### config.mk
export PLATFORM = sky130hd
export DESIGN_NAME = pipe_stage_skid
export DESIGN_NICKNAME = d
export VERILOG_FILES = /design/src/rtl/pipe_stage_skid_pkg.sv /design/src/rtl/pipe_stage_entry.sv /design/src/rtl/pipe_stage_skid.sv
export SDC_FILE = /design/constraint.sdc
export NUM_CORES = 1
export LEC_CHECK = 0
export ABC_CLOCK_PERIOD_IN_PS = 2700
export CORE_MARGIN = 2
export CORE_UTILIZATION = 49
export CTS_BUF_LIST = sky130_fd_sc_hd__clkbuf_16
export CTS_CLUSTER_DIAMETER = 100
export DETAILED_ROUTE_END_ITERATION = 10
export GPL_TIMING_DRIVEN = 0
export PLACE_DENSITY = 0.8
export SLEW_MARGIN = 20
export SYNTH_ARGS = -nofsm -noshare
export SYNTH_HDL_FRONTEND = slang
export SYNTH_SLANG_ARGS = --single-unit
### constraint.sdc
create_clock -name clk -period 2.7 [get_ports clk]
set_clock_uncertainty 0.15 [all_clocks]
set_input_delay 0.81 -clock clk [delete_from_list [all_inputs] [get_ports clk]]
set_output_delay 0.81 -clock clk [all_outputs]
set_load 0.01 [all_outputs]
### src/rtl/pipe_stage_skid_pkg.sv
// Shared types and constants for the pipeline stage registers.
// Holds default PCs, exception codes and the stage payload bundle.
package pipe_stage_skid_pkg;

  localparam int DATA_BITS = 32;
  localparam int PC_BITS   = 32;
  localparam int EXC_BITS  = 5;

  localparam logic [31:0] DEF_RESET_PC   = 32'h0000_3000;
  localparam logic [31:0] DEF_HANDLER_PC = 32'h0000_4180;

  localparam logic [EXC_BITS-1:0] EXC_NONE = 5'd0;
  localparam logic [EXC_BITS-1:0] EXC_ADEL = 5'd4;
  localparam logic [EXC_BITS-1:0] EXC_ADES = 5'd5;
  localparam logic [EXC_BITS-1:0] EXC_SYS  = 5'd8;
  localparam logic [EXC_BITS-1:0] EXC_RI   = 5'd10;
  localparam logic [EXC_BITS-1:0] EXC_OV   = 5'd12;

  typedef struct packed {
    logic [DATA_BITS-1:0] instr;
    logic [PC_BITS-1:0]   pc;
    logic [EXC_BITS-1:0]  exc;
    logic                 slot;
  } stage_pl_t;

endpackage

### src/rtl/pipe_stage_entry.sv
// One payload register (valid, instr, pc, exc, slot) with load and kill.
// Ports: kill_i/kill_pc_i redirect, ld_i/vld_i load, *_i data in, *_o state.
module pipe_stage_entry
  import pipe_stage_skid_pkg::*;
#(
  parameter int              DATA_W   = DATA_BITS,
  parameter int              PC_W     = PC_BITS,
  parameter int              EXC_W    = EXC_BITS,
  parameter logic [PC_W-1:0] RESET_PC = DEF_RESET_PC
) (
  input  logic              clk,
  input  logic              rst,
  input  logic              kill_i,
  input  logic [PC_W-1:0]   kill_pc_i,
  input  logic              ld_i,
  input  logic              vld_i,
  input  logic [DATA_W-1:0] instr_i,
  input  logic [PC_W-1:0]   pc_i,
  input  logic [EXC_W-1:0]  exc_i,
  input  logic              slot_i,
  output logic              valid_o,
  output logic [DATA_W-1:0] instr_o,
  output logic [PC_W-1:0]   pc_o,
  output logic [EXC_W-1:0]  exc_o,
  output logic              slot_o
);

  logic              v_q, v_d;
  logic [DATA_W-1:0] instr_q, instr_d;
  logic [PC_W-1:0]   pc_q, pc_d;
  logic [EXC_W-1:0]  exc_q, exc_d;
  logic              slot_q, slot_d;

  always_comb begin
    v_d     = v_q;
    instr_d = instr_q;
    pc_d    = pc_q;
    exc_d   = exc_q;
    slot_d  = slot_q;
    if (kill_i) begin
      v_d     = 1'b0;
      instr_d = '0;
      pc_d    = kill_pc_i;
      exc_d   = '0;
      slot_d  = 1'b0;
    end else if (ld_i) begin
      v_d = vld_i;
      if (vld_i) begin
        // a faulting instruction travels on as a nop
        instr_d = (exc_i != '0) ? '0 : instr_i;
        pc_d    = pc_i;
        exc_d   = exc_i;
        slot_d  = slot_i;
      end else begin
        // bubble keeps the last pc so it still names a fetch point
        instr_d = '0;
        exc_d   = '0;
        slot_d  = 1'b0;
      end
    end
  end

  always_ff @(posedge clk) begin
    if (rst) begin
      v_q     <= 1'b0;
      instr_q <= '0;
      pc_q    <= RESET_PC;
      exc_q   <= '0;
      slot_q  <= 1'b0;
    end else begin
      v_q     <= v_d;
      instr_q <= instr_d;
      pc_q    <= pc_d;
      exc_q   <= exc_d;
      slot_q  <= slot_d;
    end
  end

  assign valid_o = v_q;
  assign instr_o = instr_q;
  assign pc_o    = pc_q;
  assign exc_o   = exc_q;
  assign slot_o  = slot_q;

endmodule

### src/rtl/pipe_stage_skid.sv
// Valid/ready pipeline stage register with optional skid entry,
// req/flush redirect and a saturating stall counter.
// Ports: in_* upstream, out_* downstream, req/flush/flush_pc, stall_cnt.
module pipe_stage_skid
  import pipe_stage_skid_pkg::*;
#(
  parameter int              DATA_W     = DATA_BITS,
  parameter int              PC_W       = PC_BITS,
  parameter int              EXC_W      = EXC_BITS,
  parameter logic [PC_W-1:0] RESET_PC   = DEF_RESET_PC,
  parameter logic [PC_W-1:0] HANDLER_PC = DEF_HANDLER_PC,
  parameter int              SKID       = 1,
  parameter int              CNT_W      = 16
) (
  input  logic              clk,
  input  logic              rst,
  input  logic              in_valid,
  output logic              in_ready,
  input  logic [DATA_W-1:0] in_instr,
  input  logic [PC_W-1:0]   in_pc,
  input  logic [EXC_W-1:0]  in_exc,
  input  logic              in_slot,
  output logic              out_valid,
  input  logic              out_ready,
  output logic [DATA_W-1:0] out_instr,
  output logic [PC_W-1:0]   out_pc,
  output logic [EXC_W-1:0]  out_exc,
  output logic              out_slot,
  input  logic              req,
  input  logic              flush,
  input  logic [PC_W-1:0]   flush_pc,
  output logic [CNT_W-1:0]  stall_cnt
);

  logic              kill;
  logic [PC_W-1:0]   kill_pc;
  logic              acc;
  logic              move;
  logic              main_v;
  logic              m_ld;
  logic              m_vld;
  logic [DATA_W-1:0] m_instr;
  logic [PC_W-1:0]   m_pc;
  logic [EXC_W-1:0]  m_exc;
  logic              m_slot;

  // req outranks flush for the redirect target
  assign kill    = req | flush;
  assign kill_pc = req ? HANDLER_PC : flush_pc;
  assign acc     = in_valid & in_ready & ~kill;
  assign move    = main_v & out_ready;
  assign m_ld    = move | ~main_v;

  generate
    if (SKID != 0) begin : g_skid
      logic              skid_v;
      logic              skid_ld;
      logic              skid_vld;
      logic [DATA_W-1:0] skid_instr;
      logic [PC_W-1:0]   skid_pc;
      logic [EXC_W-1:0]  skid_exc;
      logic              skid_slot;
      logic              rdy_q, rdy_d;

      // skid fills only when main is stuck; it drains into main first
      assign skid_vld = acc & main_v & ~move;
      assign skid_ld  = skid_vld | (skid_v & move);

      assign m_vld   = skid_v | acc;
      assign m_instr = skid_v ? skid_instr : in_instr;
      assign m_pc    = skid_v ? skid_pc : in_pc;
      assign m_exc   = skid_v ? skid_exc : in_exc;
      assign m_slot  = skid_v ? skid_slot : in_slot;

      pipe_stage_entry #(
        .DATA_W  (DATA_W),
        .PC_W    (PC_W),
        .EXC_W   (EXC_W),
        .RESET_PC(RESET_PC)
      ) u_skid (
        .clk      (clk),
        .rst      (rst),
        .kill_i   (kill),
        .kill_pc_i(kill_pc),
        .ld_i     (skid_ld),
        .vld_i    (skid_vld),
        .instr_i  (in_instr),
        .pc_i     (in_pc),
        .exc_i    (in_exc),
        .slot_i   (in_slot),
        .valid_o  (skid_v),
        .instr_o  (skid_instr),
        .pc_o     (skid_pc),
        .exc_o    (skid_exc),
        .slot_o   (skid_slot)
      );

      // ready is the registered complement of the next skid occupancy
      always_comb begin
        rdy_d = ~skid_v;
        if (kill) begin
          rdy_d = 1'b1;
        end else if (skid_ld) begin
          rdy_d = ~skid_vld;
        end
      end

      always_ff @(posedge clk) begin
        if (rst) begin
          rdy_q <= 1'b1;
        end else begin
          rdy_q <= rdy_d;
        end
      end

      assign in_ready = rdy_q;
    end else begin : g_flat
      assign in_ready = ~main_v | out_ready;
      assign m_vld    = acc;
      assign m_instr  = in_instr;
      assign m_pc     = in_pc;
      assign m_exc    = in_exc;
      assign m_slot   = in_slot;
    end
  endgenerate

  pipe_stage_entry #(
    .DATA_W  (DATA_W),
    .PC_W    (PC_W),
    .EXC_W   (EXC_W),
    .RESET_PC(RESET_PC)
  ) u_main (
    .clk      (clk),
    .rst      (rst),
    .kill_i   (kill),
    .kill_pc_i(kill_pc),
    .ld_i     (m_ld),
    .vld_i    (m_vld),
    .instr_i  (m_instr),
    .pc_i     (m_pc),
    .exc_i    (m_exc),
    .slot_i   (m_slot),
    .valid_o  (main_v),
    .instr_o  (out_instr),
    .pc_o     (out_pc),
    .exc_o    (out_exc),
    .slot_o   (out_slot)
  );

  assign out_valid = main_v;

  logic [CNT_W-1:0] cnt_q, cnt_d;

  always_comb begin
    cnt_d = cnt_q;
    if (main_v && !out_ready && cnt_q != '1) begin
      cnt_d = cnt_q + CNT_W'(1);
    end
  end

  always_ff @(posedge clk) begin
    if (rst) begin
      cnt_q <= '0;
    end else begin
      cnt_q <= cnt_d;
    end
  end

  assign stall_cnt = cnt_q;

endmodule

==> flow_summary.ini, run 1 <==
[placement]
dpl.hpwl_um = 15700
routabilityCongestion = 0.869
port_buffers = 194

[route]
firstDrtPassIters = 5
drtIter0Drc = 402
vias = 7013
ant_nets = 0
wl_per_cell_um = 17.4
drt_drc_violations_left = 0
vias_per_cell = 5.68
wl_um = 21500

[critical_path]
startpoint = req
worstPathArrival_ps = 2720
ff2ff_setup_slack_ps = 520
cp.required_ps = 2850
crit_type = input pin to flip-flop
worstSetupStartpointType = input pin
r2r_cells = 5
worstPathMaxFanout = 10
timing.rr.end = stall_cnt[10]$_SDFFE_PP0P_
endpoint_kind = flip-flop
reg2reg_from = stall_cnt[0]$_SDFFE_PP0P_

[global_route]
grt_first_pass_wirelength_um = 34900
grt_max_degree = 17
track_usage_pct = 26.6
antenna_found_initial = 1
grt_pass1_vias = 6719
overflow = 0

[floorplanning]
fp.dieW_um = 128
core_um2 = 15100
die_area_um2 = 16400
core.rowCount = 45
io-pin-count = 196
die_h_um = 128
initial_core_util_pct = 49.8

[logic_synthesis]
syn_area_per_cell_um2 = 9.19
ys_async_sr_fraction_pct = 0
synth_fp_nets = 930
syn_area_um2 = 7550
yosysSeqAreaShare_pct = 42.2
yosysWarnings = 0
yosysUniqueCellTypes = 51
synth_ff_type = dfxtp_1
synthCells = 821
synth_edf_count = 0
ys_ff_latch = 159

[sta]
fmax_mhz = 389
hold_slack_ps = 299
slew_headroom_pct = 55.5
worst_pin_slew_ps = 668
setup_viol_count_final = 0
grt_setup_unrepaired = false
drv_slew = 0
min_period_ps = 2570
fin_crit_sh_pct = 95.3
finalHoldViolations = 0

[final_layout]
multiInputGateArea_um2 = 3990
final_util_pct = 67.8
seq_area_um2 = 3180
antenna_cells = 0
fillers = 1209
fin_nets = 1143
drive_gt1_share_pct = 13.6
areaGrowthSynthToFinish_pct = 36.1

[status]
outcome = finished clean

[clocking]
clkTransAtPathRegs_ps = 70
insertion_delay_ps = 420
numCtsBuffers = 17
cts_tree = yes
cts_hold_buf = 0
cts_root_buffer = clkbuf_16
htreeDepth = 4
clock-sinks = 159
cts_buffer_depth = 2

[hold_path]
min_path_cells = 2
worstHoldStart = u_main.instr_o[27]$_SDFFE_PP0P_
whs_endpoint = u_main.instr_o[27]$_SDFFE_PP0P_
hp-class = flip-flop to flip-flop

[pwr]
p_leak_uw = 0.00348
powerDensity_nw_per_um2 = 513
vdd_drop_max_mv = 0.405

[run]
maxCapViolCount = 0
[synth_stat cells (4+ instances only)]
cell	count	area, um^2
nor3_1	7	35.0
buf_2	21	105
o21a_1	6	45.0
o21ai_0	31	155
nand3_1	11	55.1
o21ai_1	11	55.1
buf_6	6	67.6
a21oi_1	80	400
dfxtp_1	159	3180
nor4_1	4	25.0
mux2_2	9	101
buf_4	5	37.5
a211o_1	7	61.3
nor2_1	53	199
a22oi_2	30	375
nand4_1	4	25.0
nand4b_1	28	245
nor2b_1	5	31.3
nand2b_1	5	31.3
a22oi_1	8	60.1
mux2i_1	91	911
nand2_1	73	274
nor2_2	30	188
o31ai_1	29	218
or3_1	32	200
clkbuf_1	38	143
[metal layers]
layer  up-vias  track usage [%]  part of all wire, %
met2       237             43.4                   47
met1      3339             35.3                   45
li1       3414                -                    -
met4         0             5.69                  1.3
met3        23             7.43                  7.0
met5         -                0                    0
[placed cells by master, fill, tap and decap left out, types with 4 or more instances in the layout]
cell,n
nor2b_1,5
inv_1,4
nand2b_1,5
clkbuf_2,4
clkinv_4,4
nand4b_1,28
o21ai_0,31
nand2_1,73
nor3_1,7
a21oi_1,80
o21a_1,6
buf_4,5
clkbuf_1,34
buf_6,6
o21ai_1,11
a22oi_1,8
o31ai_1,29
clkdlybuf4s50_1,194
nand4_1,4
mux2i_1,91
dfxtp_1,159
nand3_1,11
mux2_2,9
clkbuf_16,17
nor2_2,30
nor4_1,4
or3_1,32
nor2_1,53
buf_2,21
a211o_1,7
a22oi_2,30
[metrics by stage]
step / power [uW] / cell area, um^2 / setup TNS, ps / setup WS (ps) / instances
after floorplan: 2740 / 7550 / 0 / 454 / 821
after global placement: 3060 / 9720 / -29250 / -338 / 1203
after detailed placement: 3060 / 9720 / -30830 / -338 / 1203
after CTS: 5290 / 10300 / 0 / 78.3 / 1234
after global routing: 5440 / 10300 / 0 / 3.84 / 1234
final: 5270 / 10300 / 0 / 127 / 1234
[state kept, by name, indices dropped and copies added (netlist names)]
register / count
g_skid.u_skid.instr_o: 32
in_ready: 1
u_main.valid_o: 1
g_skid.u_skid.pc_o: 32
u_main.pc_o: 32
u_main.slot_o: 1
u_main.instr_o: 32
stall_cnt: 16
g_skid.u_skid.exc_o: 5
u_main.exc_o: 5
g_skid.u_skid.slot_o: 1
g_skid.u_skid.valid_o: 1
[cell families after synthesis]
group / Yosys count / synth area share, %
flops: 159 / 42.2
mux: 100 / 13.4
simple gates: 270 / 19.6
compound gates: 215 / 19.7
buf+inv: 76 / 4.97
fa+ha+maj: 1 / 0.166
[where the power goes]
part           switching [uW]  internal, uW
clock                     988          1260
combinational             281           308
sequential               31.0          2400
total                    1300          3970
[area by class of cell]
class,instances,share of cell area (%)
multi-input combinational,586,38.8
clock inverter,14,1.17
timing repair buffer,194,18.9
inverter,3,0.110
clock buffer,17,4.14
tap,188,2.29
buffer,73,3.59
sequential,159,31.0
[what timing repair did]
item                                    4_1_cts  5_1_grt
endpoints found under the setup margin        0       15
setup buffers                                 0        0
resized for setup                             0        8
[worst max-delay path, cell delays in order]
cell	delay (ps)
clkdlybuf4s50_1	550
and4bb_1	290
o21a_1	210
nor2_1	190
buf_2	280
buf_2	280
o31ai_1	110
[worst max-delay path by stage]
stage          cells past startpoint                                      to  slack (ps)
6_report                           7            u_main.pc_o[22]$_SDFFE_PP0P_         130
5_1_grt                            6         u_main.instr_o[28]$_SDFFE_PP0P_           4
4_1_cts                            6             u_main.pc_o[0]$_SDFFE_PP0P_          80
3_5_place_dp                       6             u_main.pc_o[6]$_SDFFE_PP0P_        -340
3_3_place_gp                       6             u_main.pc_o[5]$_SDFFE_PP0P_        -340
2_1_floorplan                      5  g_skid.u_skid.instr_o[10]$_SDFFE_PP0P_         450
(Power assumes the default switching activity.)
==> run 2, diff against run 1 <==
CORE_UTILIZATION = 25   (was 49)
PLACE_DENSITY = default   (was 0.8)
SLEW_MARGIN = default   (was 20)
==> run 2 against run 1 <==
Net effect: setup slack got worse by 110 ps; critical path depth unchanged; design area increased by 3.4%; count of clock-buffer cells in the layout unchanged; clock power increased by 16%; utilization decreased by 32 points; critical path type unchanged; total power increased by 7.4%; highest routed layer is now met5; sequential power about the same; register-to-register slack got worse by 70 ps.
==> flow_summary.ini, run 2 (synthesis results as in run 1) <==
[final_layout]
final_common_cell = clkdlybuf4s50_1
fin_nets = 1143
final_util_pct = 35.8
antenna_cells = 0
fillers = 3067
areaGrowthSynthToFinish_pct = 40.8
final_cell_mix = clkdlybuf4s50_1 (194), dfxtp_1 (159), mux2i_1 (91), a21oi_1 (80), nand2_1 (73)
drive_gt1_share_pct = 14.4

[placement]
routabilityCongestion = 0.820
post-place-ws_ps = -520
port_buffers = 194
dpl.hpwl_um = 18500

[sta]
final.setup.worst_slack_ps = 20.7
hold_slack_ps = 297
drv_slew = 0
worst_pin_slew_ps = 734
finalHoldViolations = 0
fin_setup_tns_ps = 0
fin_crit_sh_pct = 99.2
setup_viol_count_final = 0
fmax_mhz = 373
min_period_ps = 2680
slew_headroom_pct = 51.1

[global_route]
track_usage_pct = 15.9
overflow = 0
grt_first_pass_wirelength_um = 39300
antenna_found_initial = 2
grt_max_degree = 17
grt_pass1_vias = 7027

[clocking]
cts_buffer_depth = 2
clock-sinks = 159
clkTransAtPathRegs_ps = 70
cts_setup_buffers = 0
numCtsBuffers = 17
cts_root_buffer = clkbuf_16
htreeDepth = 4
cts_tree = yes
insertion_delay_ps = 430

[critical_path]
worstSetupStartpointType = input pin
crit_type = input pin to flip-flop
crit_family = buffers and inverters
cp.required_ps = 2840
cpMostUsedCell = clkbuf_4
critPathSlowestCell = clkdlybuf4s50_1
worstPathArrival_ps = 2820
cp_num_buf_inv = 3
crit_chain = clkdlybuf4s50_1 -> and4bb_1 -> o21a_1 -> nor2_1 -> clkbuf_4 -> clkbuf_4 -> o31ai_1
endpoint_kind = flip-flop
worstPathMaxFanout = 10
slowest_delay_ps = 580

[run]
maxCapViolCount = 0

[route]
firstDrtPassIters = 5
ant_nets = 0
vias_per_cell = 4.85
wl_per_cell_um = 17.3
vias = 6972
wl_um = 24900
drtIter0Drc = 371
drt_drc_violations_left = 0

[status]
outcome = finished clean

[floorplanning]
fp.dieW_um = 178
io-pin-count = 196
initial_core_util_pct = 25.4
die_area_um2 = 31600
core.rowCount = 63
die_h_um = 178
core_um2 = 29700

[pwr]
p_leak_uw = 0.00354
powerDensity_nw_per_um2 = 532
vdd_drop_max_mv = 0.393

[hold_path]
hp-class = flip-flop to flip-flop
[run 2: changes by cell type in the layout (fill, tap and decap cells not counted), sizes merged]
cell / change
bufinv: +2
clkinvlp: -2
buf: -2
inv: +7
clkbuf: +2
clkinv: -6
[run 2: path summary, 6_finish.rpt]
kind	start	end	slack (ps)	cells after the start
hold reg to reg	u_main.instr_o[25]$_SDFFE_PP0P_	u_main.instr_o[25]$_SDFFE_PP0P_	300	2
hold / removal	u_main.instr_o[25]$_SDFFE_PP0P_	u_main.instr_o[25]$_SDFFE_PP0P_	300	2
setup / recovery	req	u_main.pc_o[26]$_SDFFE_PP0P_	20	7
setup reg to reg	stall_cnt[0]$_SDFFE_PP0P_	stall_cnt[6]$_SDFFE_PP0P_	450	6
[run 2: tightest hold or removal path, stage by stage, from the launching register on]
cell and delay [ps]:
dfxtp_1 310, nand2_1 50, o21ai_1 50
[run 2: metrics by stage]
step                      cells  area [um^2]  total power [uW]
after detailed placement   1405         9980              3080
final                      1437        10600              5660
after global routing       1437        10600              5860
after CTS                  1437        10600              5720
after global placement     1405         9980              3080
after floorplan             821         7550              2740
[run 2: layout make-up]
| cell class | count | area (um^2) | area share (%) |
|---|---|---|---|
| plain buffers | 73 | 380 | 3.58 |
| clock buffers | 17 | 425 | 4.00 |
| clock inverters | 15 | 194 | 1.83 |
| inverters | 3 | 11.3 | 0.106 |
| multi-input cells | 586 | 4000 | 37.7 |
| flip-flops and latches | 159 | 3180 | 30.0 |
| well taps | 390 | 488 | 4.59 |
| repair buffers | 194 | 1940 | 18.3 |
[run 2: timing repair]
item / CTS / global route
hold buffers: 0 / 0
setup endpoints to repair: 16 / 64
resized for setup: 2 / 20
[run 2: per-layer routing]
layer / up-vias / track usage [%] / wire length [um]
met1: 3304 / 21.6 / 11700
met5: - / 0 / 13
met4: 2 / 3.69 / 259
li1: 3414 / - / -
met2: 232 / 25.2 / 11200
met3: 20 / 3.98 / 1730
[run 2: where the power goes]
| part | switching [uW] | internal (uW) |
|---|---|---|
| Combinational | 294 | 310 |
| Sequential | 31.1 | 2400 |
| Clock | 1130 | 1490 |
